===== src/rtl/branch_predictor_gshare.sv =====
// Next-fetch-PC predictor: tagged BTB plus always-taken/bimodal/gshare direction.
// Optional return-address stack enabled by defining BP_RAS_EN.
module branch_predictor_gshare #(
  parameter int WORD_SIZE    = 16,
  parameter int BTB_IDX_SIZE = 6,
  parameter int PHT_IDX_SIZE = 8,
  parameter int GHR_LEN      = 6,
  parameter int MODE         = 2,
  parameter int RAS_DEPTH    = 4
) (
  input  logic                 clk,
  input  logic                 reset,
  input  logic [WORD_SIZE-1:0] pc,
  input  logic                 fetch_fire,
  output logic                 btb_hit,
  output logic                 predict_taken,
  output logic [WORD_SIZE-1:0] predicted_pc,
  output logic [GHR_LEN-1:0]   pred_ghr,
  input  logic                 update_btb,
  input  logic [WORD_SIZE-1:0] update_pc,
  input  logic [WORD_SIZE-1:0] update_target,
  input  logic [1:0]           update_type,
  input  logic                 resolve_valid,
  input  logic [WORD_SIZE-1:0] resolve_pc,
  input  logic                 resolve_taken,
  input  logic [GHR_LEN-1:0]   resolve_ghr
);

  localparam int BTB_N = 1 << BTB_IDX_SIZE;
  localparam int PHT_N = 1 << PHT_IDX_SIZE;
  localparam int TAG_W = WORD_SIZE - BTB_IDX_SIZE;

  logic [BTB_N-1:0]     r_valid;
  logic [TAG_W-1:0]     r_tag    [BTB_N];
  logic [WORD_SIZE-1:0] r_target [BTB_N];
  logic [1:0]           r_type   [BTB_N];
  logic [1:0]           r_pht    [PHT_N];
  logic [GHR_LEN-1:0]   r_ghr;

  function automatic logic [PHT_IDX_SIZE-1:0] pht_idx(
    input logic [WORD_SIZE-1:0] a,
    input logic [GHR_LEN-1:0]   g
  );
    logic [PHT_IDX_SIZE-1:0] x;
    x = a[PHT_IDX_SIZE-1:0];
    if (MODE == 2) x = x ^ PHT_IDX_SIZE'(g);
    return x;
  endfunction

  logic [BTB_IDX_SIZE-1:0] w_idx;
  logic [BTB_IDX_SIZE-1:0] w_uidx;
  logic [PHT_IDX_SIZE-1:0] w_pidx;
  logic [PHT_IDX_SIZE-1:0] w_ridx;
  logic [WORD_SIZE-1:0]    w_npc;
  logic [1:0]              w_type;
  logic [1:0]              w_ctr;
  logic [1:0]              w_rctr;
  logic                    w_hit;
  logic                    w_dir;
  logic                    w_taken;
  logic                    w_pred_tk;
  logic [WORD_SIZE-1:0]    w_pred_pc;

  assign w_idx  = pc[BTB_IDX_SIZE-1:0];
  assign w_uidx = update_pc[BTB_IDX_SIZE-1:0];
  assign w_pidx = pht_idx(pc, r_ghr);
  assign w_ridx = pht_idx(resolve_pc, resolve_ghr);
  assign w_npc  = pc + WORD_SIZE'(1);
  assign w_type = r_type[w_idx];
  assign w_ctr  = r_pht[w_pidx];
  assign w_rctr = r_pht[w_ridx];
  assign w_hit  = r_valid[w_idx] &&
                  (r_tag[w_idx] == pc[WORD_SIZE-1:BTB_IDX_SIZE]);
  assign w_dir   = (MODE == 0) ? 1'b1 : w_ctr[1];
  assign w_taken = w_hit && ((w_type != 2'd0) || w_dir);

`ifdef BP_RAS_EN
  localparam int RAS_W = $clog2(RAS_DEPTH);

  logic [WORD_SIZE-1:0] r_ras [RAS_DEPTH];
  logic [RAS_W-1:0]     r_ras_ptr;
  logic [RAS_W:0]       r_ras_cnt;
  logic [RAS_W-1:0]     w_ptr_inc;
  logic                 w_ras_ne;
  logic                 w_push;
  logic                 w_pop;

  assign w_ptr_inc = r_ras_ptr + 1'b1;
  assign w_ras_ne  = (r_ras_cnt != '0);
  assign w_push    = fetch_fire && w_hit && (w_type == 2'd2);
  assign w_pop     = fetch_fire && w_hit && (w_type == 2'd3) && w_ras_ne;

  // Circular stack: a push when full silently overwrites the oldest slot.
  always_ff @(posedge clk) begin
    if (reset) begin
      r_ras_ptr <= '0;
      r_ras_cnt <= '0;
    end else if (w_push) begin
      r_ras_ptr        <= w_ptr_inc;
      r_ras[w_ptr_inc] <= w_npc;
      if (r_ras_cnt != (RAS_W+1)'(RAS_DEPTH))
        r_ras_cnt <= r_ras_cnt + 1'b1;
    end else if (w_pop) begin
      r_ras_ptr <= r_ras_ptr - 1'b1;
      r_ras_cnt <= r_ras_cnt - 1'b1;
    end
  end
`else
  logic w_unused_ras;
  assign w_unused_ras = ^{fetch_fire, 32'(RAS_DEPTH)};
`endif

  always_comb begin
    w_pred_tk = 1'b0;
    w_pred_pc = w_npc;
    if (w_taken) begin
      w_pred_tk = 1'b1;
      w_pred_pc = r_target[w_idx];
    end
`ifdef BP_RAS_EN
    if (w_hit && (w_type == 2'd3)) begin
      w_pred_tk = w_ras_ne;
      w_pred_pc = w_ras_ne ? r_ras[r_ras_ptr] : w_npc;
    end
`endif
  end

  assign btb_hit       = w_hit;
  assign predict_taken = w_pred_tk;
  assign predicted_pc  = w_pred_pc;
  assign pred_ghr      = r_ghr;

  always_ff @(posedge clk) begin
    if (reset) begin
      r_valid <= '0;
      r_ghr   <= '0;
      for (int i = 0; i < PHT_N; i++) r_pht[i] <= 2'b10;
    end else begin
      if (update_btb) begin
        r_valid[w_uidx]  <= 1'b1;
        r_tag[w_uidx]    <= update_pc[WORD_SIZE-1:BTB_IDX_SIZE];
        r_target[w_uidx] <= update_target;
        r_type[w_uidx]   <= update_type;
      end
      if (resolve_valid) begin
        if (resolve_taken && (w_rctr != 2'd3))
          r_pht[w_ridx] <= w_rctr + 2'd1;
        else if (!resolve_taken && (w_rctr != 2'd0))
          r_pht[w_ridx] <= w_rctr - 2'd1;
        r_ghr <= GHR_LEN'({r_ghr, resolve_taken});
      end
    end
  end

  logic w_unused_rpc;
  assign w_unused_rpc = ^resolve_pc[WORD_SIZE-1:PHT_IDX_SIZE];

endmodule

===== config.mk =====
export PLATFORM = sky130hd
export DESIGN_NAME = branch_predictor_gshare
export DESIGN_NICKNAME = d
export VERILOG_FILES = /design/src/rtl/branch_predictor_gshare.sv
export SDC_FILE = /design/constraint.sdc
export NUM_CORES = 2
export LEC_CHECK = 0
export CORE_MARGIN = 4
export CORE_UTILIZATION = 50
export DETAILED_ROUTE_END_ITERATION = 7
export PLACE_DENSITY = 0.69
export SYNTH_ARGS = -nofsm -noshare
export SYNTH_HDL_FRONTEND = slang
export SYNTH_SLANG_ARGS = --single-unit

===== constraint.sdc =====
create_clock -name clk -period 12.2 [get_ports clk]
set_input_delay 2.44 -clock clk [delete_from_list [all_inputs] [get_ports clk]]
set_output_delay 2.44 -clock clk [all_outputs]
set_load 0.1 [all_outputs]

==> impl_metrics.ini <==
[routing]
drtAntennaViolNets = 0
dr.first_iter.drc_count = 9388
first_pass_iters = 8
totalWireLength_mm = 293
num_vias = 59000
wl_per_cell_um = 34.1
drc = 4
vias_per_cell = 6.87

[sta]
rsz0062_at_grt = no
hold_viol_final = 0
slew_headroom = 0.0408
tightest_slew_ns = 1.44
slew_viol_final = 0
fmax_mhz = 98.3
final.setup_skew_ns = 0.0644
finalWorstSetupSlack_ns = 2.03
period_needed_ns = 10.17
tns_ns = 0
post-route-period-util = 0.834
setup_viol = 0

[run_status]
violations = DRC
status = finished, violations left

[worst_setup_path]
worstSetupEndpointType = primary output
crit_fanout = 68
required_ns = 9.76
crit_top_cell = buf_4
crit_buf_inv = 4
cp-start-kind = primary input
reg2reg_to = r_pht[117][0]
crit_cells = 13
cp.arrival_ns = 7.73
critPathKind = primary input to primary output
startpoint = pc[1]
crit_slowest_cell = buf_4
reg2reg_depth = 11
crit_chain = buf_8 > xor2_4 > buf_4 > mux4_2 > mux2i_1 > nor3_1 > nor4_1 > a21oi_1 > nor4_2 > nor4_4 > buf_4 > mux2i_1 > buf_4
cpLargestDelayFamily = buffers and inverters
r2r_slack_ns = 7.23
cpPeakStageDelay_ns = 0.75
r2r-start = r_pht[222][1]
critPathCapture = predicted_pc[4]

[cts]
hold_buffers = 0
clk_pin_slew_worst_paths_ns = 0.06
post_cts_resized = 0
clockBufferDepth = 3
cts_buffers = 231
cts_tree = done
clockRootBuffer = clkbuf_16
cts.sinks = 2374
post_cts_buffers = 0
clk_latency_ns = 0.88
cts_max_level = 4

[placed_design]
placed_cell_area_um2 = 104000
hpwl_mm = 168
port_buffers = 92
post-place-ws_ns = 2.25
place.gp.congestion = 0.964

[logic_synthesis]
syn_area_um2 = 99800
synth-seq-area-share = 0.708
synth_seq_cells = 2374
synth_nets = 5758
synth_edf_count = 2304
synth_flop_cell = edfxtp_1
synthCells = 5679
ys_types = 81
syn_avg_cell_area_um2 = 17.6
async_reset_ff_frac = 0
synth_warnings = 0

[floorplan]
fp.dieArea_um2 = 207000
io_pins = 102
core_region_area_um2 = 198000
core.rowCount = 163
dieHeight_um = 455
initial_core_util = 0.504
fp.dieW_um = 455

[min_path]
hp-class = flop to flop

[finish]
final_common_cell = edfxtp_1
drive_gt1_frac = 0.246
finish.utilization = 0.563
num-nets-final = 5806
area_delta_synth_final_pct = 11.7
layout_common_cells = edfxtp_1 (2,304), mux4_2 (529), nand3_1 (297)
stdcell_area_um2 = 111000
fill_cells = 14800

[grt]
antenna_found_initial = 24
grt_usage = 0.281
grt_remaining_overflow = 0
grt_max_degree = 205
grt_pass1_vias = 57500
grt_pass1_wl_mm = 415

[job]
maxCapViolCount = 0

[pwr]
internal_power_mw = 13.4
power_frac_comb = 0.084
seqPwrFrac = 0.515
worst_ir_drop_vdd_mv = 0.161
power_density_nw_per_um2 = 157
netSwitchingFraction = 0.235
clockPowerShare = 0.401
p_switching_mw = 4.12
p_leak_nw = 35.1
[metrics by stage]
step	hold slack [ns]	total power [mW]	instances
2_1_floorplan	0.421	10.0	5679
3_3_place_gp	0.427	10.6	8133
3_5_place_dp	0.435	10.6	8133
4_1_cts	0.448	17.5	8568
5_1_grt	0.471	18.0	8574
6_report	0.445	17.5	8581
[cells by family after synthesis]
logic type	count (synthesis)	synth area share
xor+xnor	52	0.00472
compound gates	755	0.0587
mux	847	0.152
fa+ha+maj	1	0.000125
buf+inv	507	0.0241
simple gates	1143	0.0528
flops	2374	0.708
[state kept, by name, summed over array words and instances (netlist names)]
name	count
r_target	1024
r_valid	64
r_tag	640
pred_ghr	6
r_pht	512
r_type	128
[cell type report]
| cell class | instances | area [µm²] | share of cell area |
|---|---|---|---|
| Sequential cell | 2374 | 70600 | 0.633 |
| Inverter | 16 | 65.1 | 0.000584 |
| Clock buffer | 312 | 6290 | 0.0564 |
| Multi-Input combinational cell | 2798 | 27500 | 0.247 |
| Timing Repair Buffer | 306 | 2460 | 0.0221 |
| Tap cell | 2640 | 3300 | 0.0296 |
| Clock inverter | 123 | 1190 | 0.0107 |
| Antenna cell | 12 | 30.0 | 0.000269 |
[cell usage after synthesis, types with 23 or more instances]
master / count / area (µm²)
xor2_1: 23 / 201
buf_1: 29 / 109
mux4_2: 529 / 11900
nand2_1: 269 / 1010
mux2i_1: 292 / 2920
buf_2: 127 / 636
a32oi_1: 64 / 561
a31o_2: 172 / 1510
a21oi_1: 62 / 310
buf_4: 39 / 293
edfxtp_1: 2304 / 69200
xnor2_1: 27 / 236
a21o_1: 113 / 848
nand3_1: 300 / 1500
clkbuf_1: 275 / 1030
a211oi_1: 26 / 195
nor3_1: 244 / 1220
dfxtp_1: 70 / 1400
nor2_1: 234 / 878
a22oi_1: 29 / 218
a31o_1: 27 / 236
o22ai_1: 100 / 626
[routing by layer]
metal  routed length [µm]  vias to the layer above  track usage
met1               110000                    30600        0.400
met5                   10                        -            0
met2               130000                     4245        0.408
met3                38500                      771       0.0814
li1                     -                    23300            -
met4                14100                        2        0.120
[worst min-delay path by stage]
stage	from	slack, ns	cells after the start	end
2_1_floorplan	r_valid[10]	0.42	1	r_valid[10]
3_3_place_gp	r_valid[54]	0.43	1	r_valid[54]
5_1_grt	r_valid[53]	0.47	1	r_valid[53]
3_5_place_dp	r_valid[22]	0.43	1	r_valid[22]
4_1_cts	r_valid[22]	0.45	1	r_valid[22]
6_report	r_valid[22]	0.44	1	r_valid[22]
[worst register-to-register path, delay by kind of cell, from the launching register on]
| family | cells | cell delay (ns) |
|---|---|---|
| buffers and inverters | 2 | 1.40 |
| muxes | 1 | 0.15 |
| and+or+nand+nor | 3 | 0.75 |
| AOI/OAI and AO/OA | 5 | 1.91 |
| DFF | 1 | 0.42 |
[power by group through the flow]
stage | Sequential [mW] | Combinational, mW | Clock (mW)
finish | 9.02 | 1.47 | 7.03
global route | 9.02 | 1.51 | 7.43
CTS | 9.02 | 1.42 | 7.09
detailed placement | 9.19 | 1.42 | 0
global placement | 9.18 | 1.39 | 0
floorplan | 9.18 | 0.856 | 0
No activity file was read; power rests on OpenSTA's default activity.
